$ cat config.mk
export PLATFORM = sky130hd
export DESIGN_NAME = multdiv_unit_flat
export DESIGN_NICKNAME = d
export VERILOG_FILES = /design/src/rtl/multdiv_if.sv /design/src/rtl/multdiv_unit.sv /design/src/flat_wrapper.sv
export SDC_FILE = /design/constraint.sdc
export NUM_CORES = 1
export LEC_CHECK = 0
export CAP_MARGIN = 20
export CORE_UTILIZATION = 30
export DETAILED_ROUTE_END_ITERATION = 8
export SYNTH_ARGS = -nofsm -noshare
export SYNTH_HDL_FRONTEND = slang
export SYNTH_SLANG_ARGS = --single-unit
$ cat constraint.sdc
create_clock -name clock -period 5.3 [get_ports clock]
set_clock_uncertainty 0.2 [all_clocks]
set_input_delay 0.795 -clock clock [delete_from_list [all_inputs] [get_ports clock]]
set_output_delay 0.795 -clock clock [all_outputs]
set_load 0.01 [all_outputs]
$ cat src/rtl/multdiv_if.sv
// Operand/result bundle between the execute stage and the iterative multiply/divide unit.
interface multdiv_if #(
   parameter int WIDTH = 32
);
   logic [WIDTH-1:0] data_operandA;
   logic [WIDTH-1:0] data_operandB;
   logic             ctrl_MULT;
   logic             ctrl_DIV;
   logic [WIDTH-1:0] data_result;
   logic             data_exception;
   logic             data_resultRDY;
   logic             busy;

   modport master (
      output data_operandA, data_operandB, ctrl_MULT, ctrl_DIV,
      input  data_result, data_exception, data_resultRDY, busy
   );

   modport slave (
      input  data_operandA, data_operandB, ctrl_MULT, ctrl_DIV,
      output data_result, data_exception, data_resultRDY, busy
   );
endinterface

$ cat src/rtl/multdiv_unit.sv
// Iterative signed multiply (shift-add) and divide (non-restoring), one bit per clock,
// fixed latency of WIDTH edges from the sampling edge to the result.
module multdiv_unit #(
   parameter int WIDTH = 32,
   parameter int CNT_W = 5
) (
   input logic      clock,
   input logic      reset,
   multdiv_if.slave bus
);
   localparam int PW = 2 * WIDTH;
   localparam int RW = WIDTH + 2;

   typedef enum logic [1:0] {IDLE, RUN, DONE} state_t;

   state_t state, state_next;

   logic [CNT_W-1:0] cnt;
   logic             start, last, finish;
   logic             op_div, neg, div_zero, div_ovf;
   logic [WIDTH:0]   a_ext, b_ext, mag_a, mag_b;
   logic [PW-1:0]    mcand, acc, acc_next, prod;
   logic [WIDTH-1:0] mplier, quot, quot_next, quot_signed;
   logic [RW-1:0]    rem, rem_shift, rem_next, divisor;
   logic [WIDTH-1:0] result;
   logic             exception, mult_exc;

   assign start  = bus.ctrl_MULT | bus.ctrl_DIV;
   assign last   = (cnt == CNT_W'(WIDTH - 1));
   assign finish = (state == RUN) && last && !start;

   // Magnitudes are one bit wider so that the most negative operand stays representable.
   assign a_ext = {bus.data_operandA[WIDTH-1], bus.data_operandA};
   assign b_ext = {bus.data_operandB[WIDTH-1], bus.data_operandB};
   assign mag_a = a_ext[WIDTH] ? -a_ext : a_ext;
   assign mag_b = b_ext[WIDTH] ? -b_ext : b_ext;

   // NOTE: sequential state uses non-blocking assignments so every register samples pre-edge values.
   always_ff @(posedge clock) begin
      if (reset) state <= IDLE;
      else       state <= state_next;
   end

   // NOTE: the default assignment first keeps this process free of inferred latches.
   always_comb begin
      state_next = state;
      case (state)
         IDLE:    if (start) state_next = RUN;
         RUN:     if (!start && last) state_next = DONE;
         DONE:    state_next = start ? RUN : IDLE;
         default: state_next = IDLE;
      endcase
   end

   always_comb begin
      bus.busy           = (state == RUN);
      bus.data_resultRDY = (state == DONE);
   end

   assign bus.data_result    = result;
   assign bus.data_exception = exception;

   always_comb begin
      acc_next    = mplier[0] ? acc + mcand : acc;
      rem_shift   = {rem[RW-2:0], quot[WIDTH-1]};
      rem_next    = rem[RW-1] ? rem_shift + divisor : rem_shift - divisor;
      quot_next   = {quot[WIDTH-2:0], ~rem_next[RW-1]};
      prod        = neg ? -acc_next : acc_next;
      quot_signed = neg ? -quot_next : quot_next;
      mult_exc    = !((&prod[PW-1:WIDTH-1]) || !(|prod[PW-1:WIDTH-1]));
   end

   // NOTE: iteration registers are always reloaded by a start before they are read, so they carry no reset.
   always_ff @(posedge clock) begin
      if (start) begin
         op_div   <= !bus.ctrl_MULT;
         neg      <= bus.data_operandA[WIDTH-1] ^ bus.data_operandB[WIDTH-1];
         div_zero <= (bus.data_operandB == '0);
         div_ovf  <= (bus.data_operandA == {1'b1, {(WIDTH-1){1'b0}}}) && (&bus.data_operandB);
         mcand    <= PW'(mag_a);
         mplier   <= mag_b[WIDTH-1:0];
         acc      <= '0;
         rem      <= '0;
         quot     <= mag_a[WIDTH-1:0];
         divisor  <= RW'(mag_b);
      end else if (state == RUN) begin
         mcand  <= mcand << 1;
         mplier <= mplier >> 1;
         acc    <= acc_next;
         rem    <= rem_next;
         quot   <= quot_next;
      end
   end

   always_ff @(posedge clock) begin
      if (reset) begin
         cnt       <= '0;
         result    <= '0;
         exception <= 1'b0;
      end else begin
         if (start)              cnt <= '0;
         else if (state == RUN)  cnt <= cnt + CNT_W'(1);
         if (finish) begin
            if (!op_div) begin
               result    <= prod[WIDTH-1:0];
               exception <= mult_exc;
            end else if (div_zero) begin
               result    <= '0;
               exception <= 1'b1;
            end else begin
               result    <= quot_signed;
               exception <= div_ovf;
            end
         end
      end
   end
endmodule

$ cat src/flat_wrapper.sv
// flat-port wrapper written by rule: the top's interface ports become plain ports
module multdiv_unit_flat 
#(
   parameter int WIDTH = 32,
   parameter int CNT_W = 5
)
  (clock, reset, bus_data_operandA, bus_data_operandB, bus_ctrl_MULT, bus_ctrl_DIV, bus_data_result, bus_data_exception, bus_data_resultRDY, bus_busy);
  multdiv_if #(.WIDTH(WIDTH)) bus_i ();
  input logic clock;
  input logic reset;
  input wire logic [$bits(bus_i.data_operandA)-1:0] bus_data_operandA;
  input wire logic [$bits(bus_i.data_operandB)-1:0] bus_data_operandB;
  input wire logic [$bits(bus_i.ctrl_MULT)-1:0] bus_ctrl_MULT;
  input wire logic [$bits(bus_i.ctrl_DIV)-1:0] bus_ctrl_DIV;
  output wire logic [$bits(bus_i.data_result)-1:0] bus_data_result;
  output wire logic [$bits(bus_i.data_exception)-1:0] bus_data_exception;
  output wire logic [$bits(bus_i.data_resultRDY)-1:0] bus_data_resultRDY;
  output wire logic [$bits(bus_i.busy)-1:0] bus_busy;
  assign bus_i.data_operandA = bus_data_operandA;
  assign bus_i.data_operandB = bus_data_operandB;
  assign bus_i.ctrl_MULT = bus_ctrl_MULT;
  assign bus_i.ctrl_DIV = bus_ctrl_DIV;
  assign bus_data_result = bus_i.data_result;
  assign bus_data_exception = bus_i.data_exception;
  assign bus_data_resultRDY = bus_i.data_resultRDY;
  assign bus_busy = bus_i.busy;
  multdiv_unit #(.WIDTH(WIDTH), .CNT_W(CNT_W)) u_core (.clock(clock), .reset(reset), .bus(bus_i));
endmodule
==> out/metrics.cfg, run 1 <==
[synthesis]
avgSynthCellArea_um2 = 8.105
ys_seq_area_share_pct = 32.26
syn_nets = 3007
synthTopCellsByArea = edfxtp_1, dfxtp_1, nor2_1
ys.flop_type = dfxtp_1
synth.distinct_cells = 116
syn_area_mm2 = 0.02296
async_reset_ff_share_pct = 0
synth_edf_count = 134
yosysWarningCount = 0
synth_top_cell_by_area = edfxtp_1
syn_inst = 2833
ys_ff_latch = 303
synth_top_area_share_pct = 17.52

[timing]
layout_setup_ws_ns = -0.3565
fmax_ghz = 0.1768
setup_viol = 15
period_minus_slack_ns = 5.656
hold_viol = 0
setup-tns-final_ns = -2.563
worst_pin_slew_ns = 1.050
rsz0062_at_grt = true
max_slew_margin_pct = 30.03
fin_crit_sh_pct = 106.7
finalMaxSlewViolations = 0

[pwr]
powerDensity_mw_per_mm2 = 272.9
total_leakage_power_nw = 11.99
seqPwrFrac_pct = 33.9
ir_drop_uv = 209.1
swShare_pct = 33.51
internal_power_w = 0.005469
netSwitchingPower_w = 0.002757
comb_power_share_pct = 33.0
clkPwrFrac_pct = 33.1

[route]
vias = 23080
routed_wl_mm = 75.95
drtIter0Drc = 1544
route.detailed.drc = 0
avgRoutedWirePerCell_um = 17.73
drt_first_pass_iters = 6
ant_nets = 0
via_per_inst = 5.389

[global_route]
grt_pass1_vias = 21650
grt.overflow.total = 0
grt_start_max_net_pins = 191
antenna_found_initial = 5
gr-usage-all-layers_pct = 18.93
grt_pass1_wl_mm = 118.9

[outcome]
status = finished with violations
violations = negative setup slack

[clocking]
path_clk_slew_ns = 0.07
htreeDepth = 2
clkSinkCount = 303
clockBufferDepth = 3
hold_buffers = 0
clk-insertion-delay-late_ns = 0.60
cts_buffers = 39
cts_tree = built
clock-root-buffer = clkbuf_16

[cells_and_area]
final_util_pct = 39.75
fin_nets = 3447
fillers = 7646
drive_above_1_share_pct = 21.10
multi_input_area_mm2 = 0.01536
areaGrowthSynthToFinish_pct = 31.26
seqCellArea_mm2 = 0.007407
finish.instance_area_mm2 = 0.03014

[worst_hold_path]
holdPathEnd = u_core.rem[16]
min-delay-start = u_core.rem[16]
hold_path.class = reg -> reg
hold_depth = 2

[die]
die_h_um = 278.7
core_area_mm2 = 0.07582
start_util_pct = 30.28
dieArea_mm2 = 0.07765
num_io_pins = 103
fp.dieW_um = 278.7
row_count = 101

[setup_path]
required_ns = 5.55
critPathMaxStageDelay_ns = 0.58
r2r-end = u_core.bus.data_exception
reg2regPathDepth = 19
critPathKind = reg -> reg
crit_chain = ha_1 -> a211o_1 -> a41o_1 -> a211oi_2 -> nand2_1 -> xnor2_2 -> a31oi_4 -> buf_4 -> a2111oi_2 -> or4bb_4 -> or4_4 -> or4_4 -> buf_4 -> nor2b_1 -> o21bai_1 -> a211oi_2 -> o2111ai_1 -> nor4_1 -> a211oi_1
critical_path.max_fanout = 4
reg2reg_setup_slack_ns = -0.36
startpoint_type = flip-flop
timing.rr.start = u_core.mcand[7]
critPathArrivalTime_ns = 5.90
crit_path_top_delay_cell = or4_4
endpoint_kind = flip-flop

[placement]
pre_cts_ws_ns = -0.5084
post-dp-hpwl_mm = 55.77
io_buffers = 102
dpl-instance-area_mm2 = 0.02784
gp_congestion = 0.9124

[job]
cap_violations = 0

-- layout by cell type (no fill, tap or decap), drive strengths merged, types with 33 or more instances in the layout --
cell type	Yosys	routed
dfxtp	169	169
nor2	350	350
inv	68	70
nand2	288	288
o21ai	134	134
clkbuf	136	49
a21o	62	62
and3	39	39
nor3	82	82
a21oi	226	226
clkdlybuf4s50	0	101
ha	104	104
buf	28	462
nand2b	33	33
or3	33	33
xor2	104	104
edfxtp	134	134
xnor2	95	95
nand4	51	51
o31ai	35	35
o21a	74	74
a211oi	68	68
nor4	42	42
nand3	67	67
-- through the flow --
stage / std cells / hold WS (ns) / power (W)
after CTS: 4266 / 0.2576 / 0.008189
final: 4283 / 0.2558 / 0.008225
after global placement: 4170 / 0.2437 / 0.005314
after floorplan: 2833 / 0.2349 / 0.004284
after global routing: 4283 / 0.2739 / 0.008633
after detailed placement: 4170 / 0.2502 / 0.005324
-- synth_stat cells (all sizes together) (9+ instances only) --
cell	n
nor2	350
nand2	288
a21oi	226
dfxtp	169
clkbuf	136
edfxtp	134
o21ai	134
ha	104
xor2	104
xnor2	95
nor3	82
o21a	74
a211oi	68
inv	68
nand3	67
a21o	62
nand4	51
nor4	42
and3	39
o31ai	35
nand2b	33
or3	33
a31oi	29
or4	29
buf	28
nor2b	27
and2	22
o21bai	22
o221ai	22
mux2i	18
o211ai	18
o41ai	17
nand3b	16
nor3b	15
o2111ai	13
or2	13
a2111oi	9
-- flip-flops by register name, indices dropped and copies added, names as in the netlist, 5 cells and up --
name / cells
u_core.mplier: 32
u_core.mcand: 64
u_core.divisor: 33
u_core.cnt: 5
u_core.rem: 34
u_core.quot: 32
u_core.acc: 64
u_core.bus.data_result: 32
-- worst max-delay path: cells and delay by family, from the launching register on --
family          cells  cell delay, ns
fa+ha+maj           1            0.32
compound gates      9            1.87
xor+xnor            1            0.25
simple gates        6            2.13
buf+inv             2            0.33
flops               1            0.41
-- layout make-up --
class | instances | share of cell area (%)
antenna | 1 | 0.008303
tap | 978 | 4.060
sequential | 303 | 24.58
clock buffer | 49 | 3.396
clock inverter | 23 | 0.8843
timing repair buffer | 563 | 15.22
inverter | 69 | 0.9092
multi-input combinational | 2297 | 50.95
-- worst max path at each step --
stage	from	end	slack, ns	cells past startpoint
after global routing	u_core.mcand[7]	u_core.bus.data_exception	-0.58	19
after CTS	u_core.mcand[4]	u_core.bus.data_exception	-0.27	18
final	u_core.mcand[7]	u_core.bus.data_exception	-0.36	19
after global placement	u_core.divisor[5]	u_core.bus.data_result[14]	-0.43	29
after detailed placement	u_core.divisor[5]	u_core.bus.data_result[30]	-0.51	28
after floorplan	u_core.mcand[0]	u_core.bus.data_exception	-0.13	19
-- metal layers --
metal	up-vias	wire [um]	global-route usage [%]
li1	11370	-	-
met1	10930	35760	27.03
met2	664	33610	29.64
met3	116	4807	2.452
met4	2	1759	5.424
met5	-	13	0
-- power by group through the flow --
stage | sequential [W] | clock (W) | combinational, W
floorplan | 0.00279 | 0 | 0.00150
global placement | 0.00282 | 0 | 0.00249
detailed placement | 0.00283 | 0 | 0.00250
CTS | 0.00278 | 0.00279 | 0.00262
global route | 0.00281 | 0.00287 | 0.00296
finish | 0.00279 | 0.00272 | 0.00271
-- cells by family after synthesis --
| family | count (synthesis) | share of synthesized area [%] |
|---|---|---|
| compound gates | 840 | 25.12 |
| simple gates | 1128 | 24.05 |
| xor+xnor | 199 | 7.591 |
| fa+ha+maj | 106 | 5.842 |
| buf+inv | 233 | 4.076 |
| flops | 303 | 32.26 |
| other cells | 1 | 0.01633 |
| mux | 23 | 1.046 |
-- repair_timing --
item                                    CTS  global route
gates resized for setup                  91            58
setup buffers                            24            16
pin swaps                                38            58
endpoints found under the setup margin   23            34
Note: power is estimated with default switching activity, not from simulation.
==> run 2: changes to the inputs <==
--- a/config.mk
+++ b/config.mk
@@ -8,6 +8,7 @@
 export CAP_MARGIN = 20
 export CORE_UTILIZATION = 30
 export DETAILED_ROUTE_END_ITERATION = 8
+export PLACE_DENSITY = 0.44
 export SYNTH_ARGS = -nofsm -noshare
 export SYNTH_HDL_FRONTEND = slang
 export SYNTH_SLANG_ARGS = --single-unit
==> constraint.sdc (replaced) <==
create_clock -name clock -period 7.2 [get_ports clock]
set_clock_uncertainty 0.2 [all_clocks]
set_input_delay 1.08 -clock clock [delete_from_list [all_inputs] [get_ports clock]]
set_output_delay 1.08 -clock clock [all_outputs]
set_load 0.01 [all_outputs]
==> run 2 against run 1 <==
The flow now finishes without violations. Setup slack better by 0.94 ns. Highest routed layer is now met4. Fmax is 14% lower. Worst hold slack worse by 0.0019 ns. Power is 31% lower. Via count is 6.2% lower. Largest power group is now clock. Sequential cell count stayed put. Count of clock-buffer cells in the layout is 6 higher. Sequential power is 26% lower. Routed wire length is 2.3% higher.
==> out/metrics.cfg, run 2 (same netlist as run 1, synthesis figures left out) <==
[clocking]
cts_repair_resize_count = 0
cts_buffers = 42
path_clk_slew_ns = 0.06
clk-insertion-delay-late_ns = 0.61
clock-root-buffer = clkbuf_16
clkSinkCount = 303
cts_tree = built
htreeDepth = 2
clockBufferDepth = 3
hold_buffers = 0
cts_setup_buffers = 0

[setup_path]
crit_path_top_delay_cell = a2111oi_2
crit_chain = ha_1 -> o211ai_1 -> or2_1 -> a2111oi_2 -> nor3b_1 -> o31ai_1 -> xor2_1 -> a2111oi_0 -> or4bb_1 -> or4_4 -> or4_1 -> mux2i_1 -> nand2_1 -> nor4_1 -> nand4_1 -> nor4_1 -> a211oi_1
required_ns = 7.46
worst_path_most_repeated_cell = nor4_1
startpoint_type = flip-flop
critPathKind = reg -> reg
crit_family = simple AND/OR/NAND/NOR gates
critPathMaxStageDelay_ns = 0.62
endpoint_kind = flip-flop
critical_path.max_fanout = 7
critPathBufInv = 0
critPathArrivalTime_ns = 6.87

[global_route]
use_met2_pct = 30.32
grt_pass1_wl_mm = 120.9
grt.overflow.total = 0
top_usage_layer = met2
antenna_found_initial = 1
grt_start_max_net_pins = 153
met1_usage_pct = 28.02
grt_pass1_vias = 20670
gr-usage-all-layers_pct = 19.56
met3_usage_pct = 2.795

[timing]
hold_viol = 0
fmax_ghz = 0.1512
max_slew_margin_pct = 25.18
fin_crit_sh_pct = 91.86
setup_viol = 0
setup-tns-final_ns = 0
rsz0062_at_grt = false
worst_pin_slew_ns = 1.111
finalMaxSlewViolations = 0
period_minus_slack_ns = 6.614

[route]
ant_nets = 0
vias = 21650
routed_wl_mm = 77.67
drt_first_pass_iters = 5
avgRoutedWirePerCell_um = 20.07
drtIter0Drc = 1863
route.detailed.drc = 0
via_per_inst = 5.593

[pwr]
swShare_pct = 34.76
ir_drop_uv = 152.9
comb_power_share_pct = 27.2
clkPwrFrac_pct = 36.8
powerDensity_mw_per_mm2 = 217.4
internal_power_w = 0.003727
total_leakage_power_nw = 9.826
netSwitchingPower_w = 0.001986
seqPwrFrac_pct = 36.0

[die]
core_area_mm2 = 0.07582
num_io_pins = 103
fp.dieW_um = 278.7
row_count = 101
start_util_pct = 30.28
dieArea_mm2 = 0.07765
die_h_um = 278.7

[placement]
gp_congestion = 0.8858
io_buffers = 102
post-dp-hpwl_mm = 56.39
dpl-instance-area_mm2 = 0.02488

[cells_and_area]
multi_input_area_mm2 = 0.01463
most-common-layout-cells = nor2_1, nand2_1, a21oi_1
finish.instance_area_mm2 = 0.02628
fin_nets = 3032
final_common_cell = nor2_1
drive_above_1_share_pct = 6.365
areaGrowthSynthToFinish_pct = 14.45
fillers = 7931
top_regs = u_core.acc (64), u_core.mcand (64), u_core.rem (34)
seqCellArea_mm2 = 0.007407

[job]
cap_violations = 0

[worst_hold_path]
hold_path.class = reg -> reg

[outcome]
status = finished, final reports clean

[run 2: power by group through the flow]
stage	Clock [W]	Combinational (W)	Sequential, W
final	0.00210	0.00155	0.00206
after global routing	0.00222	0.00171	0.00207
after CTS	0.00217	0.00154	0.00206
after detailed placement	0	0.00153	0.00209
after global placement	0	0.00153	0.00209
after floorplan	0	0.00110	0.00205
[run 2: final cells by class]
cell class                 instances  area share [%]
multi-input combinational       2297           55.69
sequential                       303           28.19
timing repair buffer             145           5.171
tap                              978           4.656
clock buffer                      55           4.380
inverter                          69           1.043
clock inverter                    22          0.8665
antenna                            1        0.009522
[run 2: worst register-to-register path: stages (launching register included)]
cell	delay, ns
edfxtp_1	0.40
ha_1	0.41
o211ai_1	0.18
or2_1	0.36
a2111oi_2	0.62
nor3b_1	0.25
o31ai_1	0.37
xor2_1	0.21
a2111oi_0	0.56
or4bb_1	0.53
or4_4	0.56
or4_1	0.56
mux2i_1	0.29
nand2_1	0.08
nor4_1	0.41
nand4_1	0.15
nor4_1	0.21
a211oi_1	0.11
[run 2: metal layers]
metal  wire [um]  share of wire (%)
met5           0                  0
met4        1839                2.4
met3        4221                5.4
met2       33940                 44
met1       37670                 48
[run 2: final timing paths]
path                               end  slack (ns)             from  cells past startpoint
max          u_core.bus.data_exception        0.59  u_core.mcand[4]                     17
min reg2reg             u_core.rem[16]        0.25   u_core.rem[16]                      2
min                     u_core.rem[16]        0.25   u_core.rem[16]                      2
max reg2reg  u_core.bus.data_exception        0.59  u_core.mcand[4]                     17
[run 2: stage by stage]
step	util [%]	setup WS [ns]	total power [W]	cells	hold WS, ns
after floorplan	-	1.507	0.003147	2833	0.2349
after detailed placement	32.82	0.7226	0.003623	3791	0.2527
after CTS	34.64	0.7220	0.005772	3868	0.2605
after global placement	32.82	0.8056	0.003618	3791	0.2444
after global routing	34.66	0.1067	0.006006	3869	0.2859
final	34.66	0.5858	0.005713	3870	0.2539
